===== src/rtl/uart_pkg.sv =====
// uart_pkg: shared state encoding and frame constants for the memory-dump UART transmitter.
package uart_pkg;
  typedef enum logic [2:0] {IDLE, FETCH, LOAD, START, DATA, STOP, DONE} state_t;
  localparam int CLKS_PER_BIT_DEF = 5;
  localparam int DATA_BITS = 8;
  localparam int BYTES_PER_WORD = 4;
endpackage


===== src/rtl/uart_tx_byte.sv =====
// uart_tx_byte: single-byte 8N1 serializer with back-to-back frame support.
module uart_tx_byte
  import uart_pkg::*;
#(
  parameter int CLKS_PER_BIT = CLKS_PER_BIT_DEF
) (
  input  logic       clk,
  input  logic       rst_n,
  input  logic       start,
  input  logic [7:0] data,
  output logic       Tx_Serial,
  output logic       ready
);
  localparam int CW = $clog2(CLKS_PER_BIT);
  state_t state;
  logic [CW-1:0] cnt;
  logic [2:0] bit_idx;
  logic [7:0] sh;
  logic last;
  assign last = cnt == CW'(CLKS_PER_BIT - 1);
  // ready also covers the final stop cycle so the next start bit follows with no gap
  assign ready = state == IDLE || (state == STOP && last);
  always_ff @(posedge clk or negedge rst_n)
    if (!rst_n) begin
      state <= IDLE;
      cnt <= '0;
      bit_idx <= '0;
      sh <= '0;
      Tx_Serial <= 1'b1;
    end else if (start && ready) begin
      state <= START;
      cnt <= '0;
      sh <= data;
      Tx_Serial <= 1'b0;
    end else if (state != IDLE) begin
      cnt <= last ? '0 : cnt + 1'b1;
      if (last)
        case (state)
          START: begin
            state <= DATA;
            bit_idx <= '0;
            Tx_Serial <= sh[0];
          end
          DATA:
            if (bit_idx == 3'(DATA_BITS - 1)) begin
              state <= STOP;
              Tx_Serial <= 1'b1;
            end else begin
              bit_idx <= bit_idx + 1'b1;
              sh <= sh >> 1;
              Tx_Serial <= sh[1];
            end
          default: begin
            state <= IDLE;
            Tx_Serial <= 1'b1;
          end
        endcase
    end
endmodule


===== src/rtl/uart_mem_tx.sv =====
// uart_mem_tx: on a mem2uart rising edge, reads NUM_WORDS words from memory and sends them LSB byte first as 8N1 frames.
module uart_mem_tx
  import uart_pkg::*;
#(
  parameter int CLKS_PER_BIT = CLKS_PER_BIT_DEF,
  parameter int NUM_WORDS = 25,
  parameter int BASE_ADDR = 0,
  parameter int ADDR_W = 8
) (
  input  logic              sysclk,
  input  logic              reset,
  input  logic              mem2uart,
  output logic              mem_rd,
  output logic [ADDR_W-1:0] mem_addr,
  input  logic [31:0]       mem_rdata,
  output logic              Tx_Serial,
  output logic              busy,
  output logic              done
);
  localparam int WW = NUM_WORDS > 1 ? $clog2(NUM_WORDS) : 1;
  state_t state;
  logic m_q, trig, start, ready, last_byte;
  logic [WW-1:0] word_idx;
  logic [1:0] byte_idx;
  logic [23:0] sw;
  logic [7:0] byte_data;
  assign last_byte = byte_idx == 2'(BYTES_PER_WORD - 1);
  // the first byte is taken straight from the read port so its start bit lands right after LOAD
  assign byte_data = state == LOAD ? mem_rdata[7:0] : sw[7:0];
  assign start = state == LOAD || (state == DATA && ready && !last_byte);
  uart_tx_byte #(.CLKS_PER_BIT(CLKS_PER_BIT)) u_tx (
    .clk(sysclk),
    .rst_n(reset),
    .start(start),
    .data(byte_data),
    .Tx_Serial(Tx_Serial),
    .ready(ready)
  );
  always_ff @(posedge sysclk or negedge reset)
    if (!reset) begin
      state <= IDLE;
      m_q <= 1'b0;
      trig <= 1'b0;
      word_idx <= '0;
      byte_idx <= '0;
      sw <= '0;
      mem_rd <= 1'b0;
      mem_addr <= ADDR_W'(BASE_ADDR);
      busy <= 1'b0;
      done <= 1'b0;
    end else begin
      m_q <= mem2uart;
      trig <= mem2uart && !m_q && state == IDLE;
      case (state)
        IDLE:
          if (trig) begin
            state <= FETCH;
            mem_rd <= 1'b1;
            mem_addr <= ADDR_W'(BASE_ADDR);
            word_idx <= '0;
            busy <= 1'b1;
          end
        FETCH: begin
          state <= LOAD;
          mem_rd <= 1'b0;
        end
        LOAD: begin
          state <= DATA;
          sw <= mem_rdata[31:8];
          byte_idx <= '0;
        end
        DATA:
          if (ready) begin
            if (!last_byte) begin
              byte_idx <= byte_idx + 1'b1;
              sw <= sw >> 8;
            end else if (word_idx == WW'(NUM_WORDS - 1)) begin
              state <= DONE;
              busy <= 1'b0;
              done <= 1'b1;
            end else begin
              state <= FETCH;
              mem_rd <= 1'b1;
              mem_addr <= mem_addr + 1'b1;
              word_idx <= word_idx + 1'b1;
            end
          end
        DONE: begin
          state <= IDLE;
          done <= 1'b0;
        end
        default: state <= IDLE;
      endcase
    end
endmodule


===== config.mk =====
export PLATFORM = sky130hd
export DESIGN_NAME = uart_mem_tx
export DESIGN_NICKNAME = d
export VERILOG_FILES = /design/src/rtl/uart_pkg.sv /design/src/rtl/uart_tx_byte.sv /design/src/rtl/uart_mem_tx.sv
export SDC_FILE = /design/constraint.sdc
export NUM_CORES = 1
export LEC_CHECK = 0
export CORE_ASPECT_RATIO = 0.7
export CORE_UTILIZATION = 47
export CTS_CLUSTER_DIAMETER = 40
export DETAILED_ROUTE_END_ITERATION = 10
export GPL_TIMING_DRIVEN = 0
export PLACE_DENSITY_LB_ADDON = 0.25
export SETUP_SLACK_MARGIN = 0.4
export SYNTH_ARGS = -nofsm -noshare
export SYNTH_HDL_FRONTEND = slang
export SYNTH_HIERARCHICAL = 1
export SYNTH_SLANG_ARGS = --single-unit

===== constraint.sdc =====
create_clock -name sysclk -period 5.5 [get_ports sysclk]
set_input_delay 0.55 -clock sysclk [delete_from_list [all_inputs] [get_ports sysclk]]
set_output_delay 0.55 -clock sysclk [all_outputs]
set_load 0.03 [all_outputs]

==> results of run 1 <==
flip-flops by register name, indices dropped and copies added (netlist names):
| signal | cells |
|---|---|
| sw | 24 |
| mem_addr | 8 |
| u_tx/sh | 8 |
| word_idx | 5 |
| state | 3 |
| u_tx/bit_idx | 3 |
| u_tx/cnt | 3 |
| u_tx/state | 3 |
| byte_idx | 2 |
| busy | 1 |
| done | 1 |
| m_q | 1 |
| mem_rd | 1 |
| trig | 1 |
| u_tx/Tx_Serial | 1 |
cell type report:
cell class | count | area, um^2 | share of cell area
flip-flops and latches | 65 | 1628 | 0.4027
multi-input cells | 212 | 1453 | 0.3593
repair buffers | 46 | 457.9 | 0.1133
clock buffers | 13 | 158.9 | 0.03931
well taps | 94 | 117.6 | 0.02909
plain buffers | 17 | 115.1 | 0.02847
inverters | 26 | 97.59 | 0.02414
clock inverters | 3 | 15.01 | 0.003714
kinds of logic (layout without fill, tap and decap cells):
kind of cell | after synthesis | after routing
simple gates | 91 | 91
flops | 65 | 65
mux | 26 | 26
xor+xnor | 1 | 1
compound gates | 86 | 86
fa+ha+maj | 8 | 8
buf+inv | 43 | 105
cells in the final DEF, fill, tap and decap left out, drive strengths merged, types with 5 or more instances in the layout:
cell type      synthesis  final
a222oi                 6      6
o21ai                 39     39
mux2                   9      9
o31ai                  5      5
a22o                  12     12
dfrtp                 64     64
a21oi                  5      5
inv                   26     26
nor2                  14     14
clkdlybuf4s50          0     45
a21o                   6      6
nand2                 36     36
ha                     8      8
mux2i                 17     17
nand3                 11     11
and3                   5      5
buf                   10     11
clkbuf                 7     20
synth_stat cells, drive strengths merged, types with 2 or more instances:
library cell | n | area, um^2
clkbuf | 7 | 46.30
mux2 | 9 | 101.4
nor2b | 2 | 12.51
nor3 | 3 | 20.02
a2bb2oi | 2 | 17.52
a22o | 12 | 105.1
nand2 | 36 | 135.1
a21o | 6 | 45.04
buf | 10 | 68.81
nand3b | 2 | 15.01
inv | 26 | 97.59
o21ai | 39 | 195.2
nand4 | 2 | 12.51
nor2 | 14 | 52.55
o31ai | 5 | 57.56
nand3 | 11 | 55.05
o41ai | 3 | 26.28
nor3b | 3 | 38.79
or2 | 3 | 18.77
a222oi | 6 | 60.06
ha | 8 | 100.1
and2 | 2 | 12.51
mux2i | 17 | 170.2
dfrtp | 64 | 1602
a21oi | 5 | 25.02
nand2b | 3 | 18.77
and3 | 5 | 31.28
stage by stage:
step	setup WS (ns)	std cells	power [uW]	hold WS (ns)	instance area (um^2)
floorplan	3.109	320	1310	0.2544	3293
global placement	1.676	460	1495	0.4697	3871
CTS	2.464	476	1886	0.3460	4043
global route	2.217	476	2022	0.3610	4043
detailed placement	2.483	460	1524	0.4765	3869
finish	2.458	476	1877	0.3118	4043
power groups by stage:
stage / sequential [uW] / clock [uW] / combinational [uW]
2_1_floorplan: 756 / 0 / 555
3_3_place_gp: 750 / 0 / 745
3_5_place_dp: 756 / 0 / 768
4_1_cts: 749 / 367 / 770
5_1_grt: 766 / 396 / 861
6_report: 749 / 362 / 766
routing by layer:
layer  wire length (um)  up-vias  part of all wire  track usage
li1                   -     1260                 -            -
met1               3494     1258              0.50       0.3103
met2               3115       72              0.44       0.3184
met3                375        5             0.053      0.07033
met4                 46        0            0.0065      0.04444
met5                  0        -                 0            0
worst max path at each step:
stage | start | cells past startpoint | endpoint
floorplan | u_tx/cnt[0]$_DFFE_PN0P_ | 11 | u_tx/cnt[2]$_DFFE_PN0P_
global placement | reset | 1 | sw[19]$_DFFE_PN0P_
detailed placement | u_tx/cnt[0]$_DFFE_PN0P_ | 11 | u_tx/cnt[2]$_DFFE_PN0P_
CTS | u_tx/cnt[0]$_DFFE_PN0P_ | 11 | u_tx/cnt[2]$_DFFE_PN0P_
global route | u_tx/cnt[0]$_DFFE_PN0P_ | 11 | u_tx/cnt[2]$_DFFE_PN0P_
finish | u_tx/cnt[0]$_DFFE_PN0P_ | 11 | u_tx/cnt[2]$_DFFE_PN0P_
==> impl_metrics.yaml, run 1 <==
setup_path:
  path_buf_inv: 3
  path_class: "reg2reg"
  max_stage_delay_ns: 0.52
  r2r_cells: 11
  rrSetupSlack_ns: 2.46
  critPathArrivalTime_ns: 3.25
  slowest_stage: "a31oi_1"
  endpoint_kind: "flip-flop"
  path_cells: "inv_1 -> ha_1 -> nand4_1 -> a21oi_1 -> a31oi_1 -> clkbuf_1 -> inv_1 -> nor4_1 -> nor2b_1 -> xnor2_1 -> nor2_1"
  critPathMostFrequentCell: "inv_1"
  r2r-start: "u_tx/cnt[0]$_DFFE_PN0P_"
  path_delay_family: "simple AND/OR/NAND/NOR gates"
  critPathRequiredTime_ns: 5.71
  start_kind: "flip-flop"
  r2r_end: "u_tx/cnt[2]$_DFFE_PN0P_"
  path_max_fanout: 10
synthesis:
  ys.flop_type: "dfrtp_1"
  synth_compound_area_frac: 0.1820
  synth_xor_xnor_area_share: 0.002660
  muxShareOfSynthArea: 0.08245
  synthAdderAreaFrac: 0.03040
  post_synth.cell_area_avg_um2: 10.29
  synth-edff-count: 0
  synth_nets: 363
  ys_seq_area_frac: 0.4943
  netlist-cell-type-count: 50
  netlist_instances: 320
  ys_seq_elements: 65
  synth-simple-area-share: 0.1436
  async_reset_ff_frac: 1.000
  synth_area_um2: 3293
  synth_top_family_by_area: "compound AO/OA/AOI/OAI gates"
  yosys_warnings: 6
clock_network:
  cts_root_buffer: "clkbuf_8"
  cts_buffer_depth: 2
  cts_max_level: 3
  clkLatencyLatePin_ns: 0.34
  cts_resized: 0
  cts_setup_buffers: 0
  cts_made_buffers: 9
  clock-sinks: 65
  clk_pin_slew_ns: 0.07
  cts_tree: "built"
  postCtsHoldBufs: 0
sta:
  fmax_ghz: 0.3287
  slew_viol_final: 0
  fin_skew_ns: 0.008766
  setup_viol: 0
  max_slew_margin: 0.4594
  tightestPinTransition_ns: 0.8110
  final_hold_viol_count: 0
  post-route-period-util: 0.5531
  min_period_ns: 3.042
  rsz0062_at_grt: "false"
  finalSetupTns_ns: 0
power:
  p_sw_uw: 696.8
  clkPwrFrac: 0.193
  ir_drop_mv: 0.1855
  comb_power_share: 0.408
  p_sw_frac: 0.3713
  power_frac_seq: 0.399
  internal_power_uw: 1180
  power_density_nw_per_um2: 464.3
  power.leakage_uw: 0.001825
route:
  routed_wl_um: 7032
  drc: 0
  first_pass_iters: 6
  drt-vias-per-instance: 5.452
  drt_iter0_markers: 230
  antenna_left: 0
  via_count: 2595
  avgRoutedWirePerCell_um: 14.77
run_status:
  status: "finished clean"
cells_and_area:
  fillCellCount: 590
  drive_gt1_frac: 0.1283
  nNetsFinal: 420
  area_growth_pct: 22.76
  finish.utilization: 0.5983
  diodes: 0
grt:
  grt_pass1_wl_um: 12000
  grt_max_degree: 66
  antenna_found_initial: 0
  grt_pass1_vias: 2494
  gr-usage-all-layers: 0.2152
  grt_overflow_total: 0
place:
  port_buffers: 46
  place_hpwl_um: 4987
  place_congestion: 0.7815
floorplanning:
  die_w_um: 102.0
  start_util: 0.4874
  die-area_um2: 7351
  num_rows: 25
  die_h_um: 72.04
  pin_count: 47
  core_um2: 6756
worst_hold_path:
  hp-class: "in2async"
flow_run:
  drv_cap: 0
No activity file was read; power rests on OpenSTA's default activity.
==> inputs of run 2 (changes only) <==
==> constraint.sdc (replaced) <==
create_clock -name sysclk -period 3.05 [get_ports sysclk]
set_input_delay 0.305 -clock sysclk [delete_from_list [all_inputs] [get_ports sysclk]]
set_output_delay 0.305 -clock sysclk [all_outputs]
set_load 0.03 [all_outputs]
==> impl_metrics.yaml, run 2 (synthesis results as in run 1) <==
power:
  ir_drop_mv: 0.3323
  power.leakage_uw: 0.001840
  power_density_nw_per_um2: 842.2
cells_and_area:
  final_common_cell: "dfrtp_1"
  mostFrequentLayoutCells: "dfrtp_1 (64), clkdlybuf4s50_1 (45), nand2_1 (36)"
  nNetsFinal: 422
  largestRegisters: "sw: 24 flops, mem_addr: 8 flops, u_tx/sh: 8 flops"
  area_growth_pct: 24.20
  regMostFlops: "sw"
  largest_reg_flops: 24
  diodes: 0
  drive_gt1_frac: 0.1484
setup_path:
  slowest_stage: "dfrtp_1"
  max_stage_delay_ns: 0.39
  path_cells: "inv_1 -> ha_1 -> nand4_1 -> a21oi_4 -> a31oi_2 -> buf_4 -> inv_2 -> nand2_1 -> a21oi_1 -> o21bai_2 -> a222oi_1"
  critPathArrivalTime_ns: 2.77
  path_class: "reg2reg"
  path_delay_family: "compound AO/OA/AOI/OAI gates"
  critPathLaunch: "u_tx/cnt[0]$_DFFE_PN0P_"
  r2r_cells: 11
  start_kind: "flip-flop"
  critPathRequiredTime_ns: 3.27
  r2r-start: "u_tx/cnt[0]$_DFFE_PN0P_"
  path_max_fanout: 10
  path_buf_inv: 3
  rrSetupSlack_ns: 0.50
  r2r_end: "u_tx/sh[5]$_DFFE_PN0P_"
  endpoint_kind: "flip-flop"
place:
  place_congestion: 0.7815
  dp_slack_ns: 0.03309
  port_buffers: 46
  place_hpwl_um: 4987
floorplanning:
  die_h_um: 72.04
  core_um2: 6756
  die-area_um2: 7351
  start_util: 0.4874
  pin_count: 47
  die_w_um: 102.0
  num_rows: 25
sta:
  rsz0062_at_grt: "true"
  slew_viol_final: 0
  timing.hold.ws_ns: 0.07310
  post-route-period-util: 0.8365
  final_hold_viol_count: 0
  tightestPinTransition_ns: 0.8246
  fin_ws_ns: 0.4988
  setup_viol: 0
  fin_skew_ns: 0.007138
  max_slew_margin: 0.4502
  min_period_ns: 2.551
  fmax_ghz: 0.3920
grt:
  grt_pass1_wl_um: 12040
  gr-usage-all-layers: 0.2160
  grt_pass1_vias: 2494
  grt_overflow_total: 0
  antenna_found_initial: 0
  grt_max_degree: 66
route:
  antenna_left: 0
  drt_iter0_markers: 217
  via_count: 2618
  avgRoutedWirePerCell_um: 14.92
  drt-vias-per-instance: 5.477
  routed_wl_um: 7134
  drc: 0
  first_pass_iters: 5
clock_network:
  clock-sinks: 65
  cts_root_buffer: "clkbuf_8"
  cts_buffer_depth: 2
  cts_max_level: 3
  cts_made_buffers: 9
  clk_pin_slew_ns: 0.07
  clkLatencyLatePin_ns: 0.33
  cts_tree: "built"
worst_hold_path:
  hp-class: "in2async"
flow_run:
  drv_cap: 0
run_status:
  status: "finished clean"
run 2: changes by cell type in the layout (fill, tap and decap cells not counted), sizes merged:
cell / delta
buf: +3
clkbuf: -1
run 2: how the worst max path moves through the flow:
| stage | endpoint | cells past startpoint |
|---|---|---|
| after detailed placement | u_tx/cnt[2]$_DFFE_PN0P_ | 11 |
| after floorplan | u_tx/cnt[2]$_DFFE_PN0P_ | 11 |
| after CTS | u_tx/sh[5]$_DFFE_PN0P_ | 10 |
| after global routing | u_tx/sh[5]$_DFFE_PN0P_ | 11 |
| after global placement | sw[19]$_DFFE_PN0P_ | 1 |
| final | u_tx/sh[5]$_DFFE_PN0P_ | 11 |
run 2: cell type report:
type,instances,area [um^2]
Buffer,17,118.9
Clock buffer,13,158.9
Clock inverter,3,15.01
Fill cell,590,2666
Inverter,26,97.59
Multi-Input combinational cell,212,1481
Sequential cell,65,1628
Tap cell,94,117.6
Timing Repair Buffer,48,473.0
run 2: repair_timing:
| action | in CTS | in global routing |
|---|---|---|
| pin swaps | 0 | 3 |
| setup buffers | 0 | 2 |
| resized for setup | 6 | 4 |
| setup endpoints to repair | 13 | 8 |
| hold buffers | 0 | 0 |
run 2: stage by stage:
step                utilization  area (um^2)  instances  TNS (ns)  power, uW
global placement         0.5730         3871        460    -33.56       2695
floorplan                     -         3293        320         0       2363
CTS                      0.6020         4068        476         0       3435
finish                   0.6054         4090        478         0       3445
global route             0.6054         4090        478         0       3706
detailed placement       0.5726         3869        460         0       2748
run 2: layer usage:
layer	up-vias	wire length (um)	global-route usage
met5	-	0	0
met4	0	32	0.04444
met3	4	383	0.07033
met2	77	3144	0.3199
met1	1276	3574	0.3116
li1	1261	-	-
run 2: worst reg2reg max path, stage by stage, from the launching register on:
cell and delay, ns:
dfrtp_1 0.39, inv_1 0.08, ha_1 0.22, nand4_1 0.19
a21oi_4 0.24, a31oi_2 0.19, buf_4 0.23, inv_2 0.12
nand2_1 0.07, a21oi_1 0.16, o21bai_2 0.18, a222oi_1 0.37
run 2: power by group:
part,switching (uW),internal (uW),total (uW)
combinational,784,656,1440
sequential,184,1170,1350
clock,315,336,651
total,1280,2160,3440
==> inputs of run 3 (changes only) <==
==> constraint.sdc (replaced) <==
create_clock -name sysclk -period 2.5 [get_ports sysclk]
set_input_delay 0.25 -clock sysclk [delete_from_list [all_inputs] [get_ports sysclk]]
set_output_delay 0.25 -clock sysclk [all_outputs]
set_load 0.03 [all_outputs]
==> impl_metrics.yaml, run 3 (synthesis results as in run 1) <==
sta:
  final_hold_viol_count: 9
  fin_skew_ns: 0.01351
  fmax_ghz: 0.4455
  fin_ws_ns: 0.2553
  setup_viol: 0
  tightestPinTransition_ns: 0.8241
  min_period_ns: 2.245
  rsz0062_at_grt: "true"
  slew_viol_final: 0
  max_slew_margin: 0.4506
  post-route-period-util: 0.8979
  finalSetupTns_ns: 0
  timing.hold.ws_ns: -0.02577
setup_path:
  path_cells: "inv_1 -> ha_2 -> nand4_1 -> a21oi_4 -> buf_4 -> and3_4 -> o221ai_2 -> or2_1 -> buf_6 -> o31ai_4"
  slowest_stage: "dfrtp_1"
  path_buf_inv: 3
  start_kind: "flip-flop"
  max_stage_delay_ns: 0.40
  cp.depth: 10
  rrSetupSlack_ns: 0.26
  r2r_cells: 10
  critPathArrivalTime_ns: 2.50
  critPathRequiredTime_ns: 2.76
  path_max_fanout: 8
  path_delay_family: "simple AND/OR/NAND/NOR gates"
  endpoint_kind: "flip-flop"
  r2r_end: "mem_addr[4]$_DFFE_PN0P_"
  path_class: "reg2reg"
  r2r-start: "u_tx/cnt[1]$_DFFE_PN0P_"
clock_network:
  clkLatencyLatePin_ns: 0.36
  clock-sinks: 65
  cts_tree: "built"
  cts_made_buffers: 9
  cts_root_buffer: "clkbuf_8"
  cts_max_level: 3
  cts_buffer_depth: 2
  clk_pin_slew_ns: 0.08
route:
  drt-vias-per-instance: 5.351
  via_count: 2697
  routed_wl_um: 7809
  first_pass_iters: 7
  avgRoutedWirePerCell_um: 15.49
  antenna_left: 0
  drt_iter0_markers: 144
  drc: 0
cells_and_area:
  finish.utilization: 0.6720
  largest_reg_flops: 24
  diodes: 0
  largestRegisters: "sw: 24 flops, mem_addr: 8 flops, u_tx/sh: 8 flops"
  final_common_cell: "dfrtp_1"
  instances_no_fill: 504
  nNetsFinal: 448
  multi_input_area_um2: 1610
  seqCellArea_um2: 1628
  regMostFlops: "sw"
  fillCellCount: 571
  drive_gt1_frac: 0.2463
  area_growth_pct: 37.88
  mostFrequentLayoutCells: "dfrtp_1 (64), clkdlybuf4s50_1 (45), nand2_1 (35)"
place:
  place_congestion: 0.8038
  dp_slack_ns: -0.02657
  place_hpwl_um: 5004
  port_buffers: 46
  dpl.cell_count: 460
floorplanning:
  start_util: 0.4874
  die_h_um: 72.04
  core_um2: 6756
  die_w_um: 102.0
  pin_count: 47
  die-area_um2: 7351
  num_rows: 25
grt:
  grt_pass1_wl_um: 12510
  grt_pass1_vias: 2529
  antenna_found_initial: 0
  grt_overflow_total: 0
  gr-usage-all-layers: 0.2261
  grt_max_degree: 66
worst_hold_path:
  hp-class: "in2async"
power:
  power.leakage_uw: 0.002058
  power_density_nw_per_um2: 1091
  ir_drop_mv: 0.3969
run_status:
  failed_checks: "negative hold slack"
  status: "finished with violations"
flow_run:
  drv_cap: 0
## run 3: cell types whose count changed in the layout (fill, tap and decap cells not counted), moves of 4 or more
| cell | previous run | this run |
|---|---|---|
| buf_6 | 3 | 11 |
| o21ai_1 | 17 | 21 |
| buf_4 | 4 | 22 |
| o21ai_0 | 22 | 15 |
## run 3: worst max-delay path by stage
stage | end | slack (ns) | start
floorplan | u_tx/sh[1]$_DFFE_PN0P_ | 0.40 | u_tx/cnt[0]$_DFFE_PN0P_
global placement | mem_addr[5]$_DFFE_PN0P_ | -1.02 | reset
detailed placement | u_tx/sh[5]$_DFFE_PN0P_ | -0.03 | u_tx/cnt[0]$_DFFE_PN0P_
CTS | u_tx/sh[5]$_DFFE_PN0P_ | 0.27 | u_tx/cnt[0]$_DFFE_PN0P_
global route | u_tx/sh[1]$_DFFE_PN0P_ | 0.17 | u_tx/cnt[1]$_DFFE_PN0P_
finish | mem_addr[4]$_DFFE_PN0P_ | 0.26 | u_tx/cnt[1]$_DFFE_PN0P_
## run 3: power breakdown
group,internal [uW],switching [uW]
clock,674,452
sequential,1430,223
combinational,1050,1130
total,3150,1800
## run 3: cell type report
| cell class | instances | share of cell area |
|---|---|---|
| Buffer | 17 | 0.03004 |
| Clock buffer | 9 | 0.02728 |
| Clock inverter | 7 | 0.02756 |
| Inverter | 26 | 0.02315 |
| Multi-Input combinational cell | 212 | 0.3546 |
| Sequential cell | 65 | 0.3585 |
| Tap cell | 94 | 0.02590 |
| Timing Repair Buffer | 74 | 0.1529 |
## run 3: worst register-to-register path, cell delays in order, from the launching register on
cell and delay (ns):
dfrtp_1 0.40, inv_1 0.07, ha_2 0.17, nand4_1 0.17, a21oi_4 0.24, buf_4 0.15
and3_4 0.19, o221ai_2 0.14, or2_1 0.24, buf_6 0.15, o31ai_4 0.22
## run 3: metal layers
metal | routed length [um] | vias up | GRT usage
met1 | 3731 | 1292 | 0.3233
li1 | - | 1319 | -
met2 | 3609 | 77 | 0.3326
met3 | 392 | 9 | 0.06647
met4 | 76 | 0 | 0.06825
met5 | 0 | - | 0
## run 3: timing repair
action / in CTS / in global routing
endpoints found under the setup margin: 26 / 26
gates cloned: 1 / 0
hold buffers: 0 / 0
resized for setup: 28 / 19
buffers inserted: 14 / 13
pin swaps: 7 / 7
## run 3: per-stage QoR
stage	instance area, um^2	total power [uW]
global route	4541	5268
detailed placement	3913	3402
finish	4541	4953
global placement	3915	3343
floorplan	3337	2944
CTS	4387	4760
==> variant: new RTL, flow settings as in run 2 <==
Set the parameter `ADDR_W` to 7 (it was 8).
--- a/src/rtl/uart_mem_tx.sv
+++ b/src/rtl/uart_mem_tx.sv
@@ -6,5 +6,5 @@
   parameter int NUM_WORDS = 25,
   parameter int BASE_ADDR = 0,
-  parameter int ADDR_W = 8
+  parameter int ADDR_W = 7
 ) (
   input  logic              sysclk,
Interface: changed (resized mem_addr); port bits go from 47 to 46. No check against the original RTL was run, so the function may have changed too.
==> variant against run 2 <==
Highest routed layer unchanged. Routed wire length is 1.2% lower. Synthesized area down 0.34%. Critical endpoint unchanged. Sequential cell count fell by 1. Non-clock buffer count is 1 lower. Setup slack improved by 0.054 ns. Power up 4.4%. Die area shrank 0.33%. Via count decreased by 0.92%. Largest power group unchanged. Cell area increased by 1.1%.
==> variant: results <==
export IMPL_placedCellCount=454
export IMPL_avgRoutedWirePerCell_um=14.9
export IMPL_portBuffers=45
export IMPL_worst_path_max_fanout=10
export IMPL_nets=416
export IMPL_drive_gt1_share_pct=16.7
export IMPL_gp_congestion=0.804
export IMPL_run_status="finished clean"
export IMPL_ys_seq_area_share_pct=48.8
export IMPL_peakVddDrop_v=0.000412
export IMPL_ys_types=56
export IMPL_p_leak_nw=1.86
export IMPL_cts_htree_levels=3
export IMPL_largestRegisters="sw x24, u_tx/sh x8, mem_addr x7"
export IMPL_relSlewSlack_pct=46.6
export IMPL_dpl_cell_area_mm2=0.00385
export IMPL_dp_hpwl_um=4920
export IMPL_grt_pass1_wl_um=11700
export IMPL_worstPathArrival_ns=2.73
export IMPL_synth_area_leaders="dfrtp_1, mux2i_1, nand2_1"
export IMPL_viasPerCell=5.50
export IMPL_dr_first_iter_drc_count=168
export IMPL_syn_avg_cell_area_um2=10.4
export IMPL_r2r_cells=12
export IMPL_clockBufferDepth=2
export IMPL_synth_common_cells="dfrtp_1, nand2_1, inv_1"
export IMPL_fin_skew_ns=0.0125
export IMPL_dr_pass1_iters=6
export IMPL_timing_fmax_ghz=0.400
export IMPL_nFillCells=578
export IMPL_fin_cells=472
export IMPL_insertion_delay_ns=0.35
export IMPL_grt_pass1_vias=2423
export IMPL_cts_clk_slew_worst_paths_ns=0.08
export IMPL_grt_usage_pct=21.1
export IMPL_synthesis_nets=358
export IMPL_grt_start_max_net_pins=65
variant: cell families (layout without fill, tap and decap cells):
group / count (synthesis) / in the layout / share of synthesized area, %
and+or+nand+nor: 89 / 89 / 15.0
AOI/OAI and AO/OA: 85 / 85 / 17.3
xor gates and xnor gates: 1 / 1 / 0.267
buffers and inverters: 40 / 103 / 6.63
adders and majority gates: 8 / 8 / 3.05
DFF: 64 / 64 / 48.8
muxes: 28 / 28 / 8.96
variant: timing repair:
item                                    4_1_cts  5_1_grt
gates resized for setup                       6        7
pin swaps                                     2        2
setup buffers                                 1        1
endpoints found under the setup margin       12       10
variant: final timing paths:
check                            startpoint              end  slack [ns]
worst min-delay path                  reset         state[1]        0.04
max in group asynchronous             reset  u_tx/bit_idx[2]        2.47
worst min register to register          m_q             trig        0.43
worst max-delay path            u_tx/cnt[0]       u_tx/sh[5]        0.55
min in group sysclk                     m_q             trig        0.43
worst max register to register  u_tx/cnt[0]       u_tx/sh[5]        0.55
variant: cell type report:
type                    instances  area share [%]
flip-flops and latches         64            38.7
multi-input cells             211            36.6
repair buffers                 47            11.2
clock buffers                  12            3.99
plain buffers                  17            3.33
well taps                      94            2.84
inverters                      23            2.09
clock inverters                 4            1.24
variant: stage by stage:
| step | utilization, % | setup WS [ns] |
|---|---|---|
| 2_1_floorplan | - | 0.583 |
| 3_3_place_gp | 57.0 | -0.470 |
| 3_5_place_dp | 56.9 | 0.139 |
| 4_1_cts | 60.6 | 0.431 |
| 5_1_grt | 61.2 | 0.359 |
| 6_report | 61.2 | 0.552 |
variant: layer usage:
metal	share of wire (%)	GRT usage (%)	vias to the layer above	wire (um)
met5	0	0	-	0
met1	49	29.0	1264	3450
met3	4.1	4.91	9	291
li1	-	-	1256	-
met4	1.5	8.41	0	105
met2	45	32.7	65	3200
variant: report_power, final:
part | switching (mW) | total, mW | internal [mW]
Clock | 0.337 | 0.781 | 0.444
Sequential | 0.189 | 1.33 | 1.14
Combinational | 0.799 | 1.49 | 0.687
Total | 1.32 | 3.60 | 2.27
variant: critical path, delay by kind of cell (launching register included):
family	cells	cell delay, ns
AO/OA/AOI/OAI	5	0.99
adder cells (fa/ha/maj)	1	0.19
buffers and inverters	3	0.36
flip-flops	1	0.40
AND/OR/NAND/NOR	3	0.43
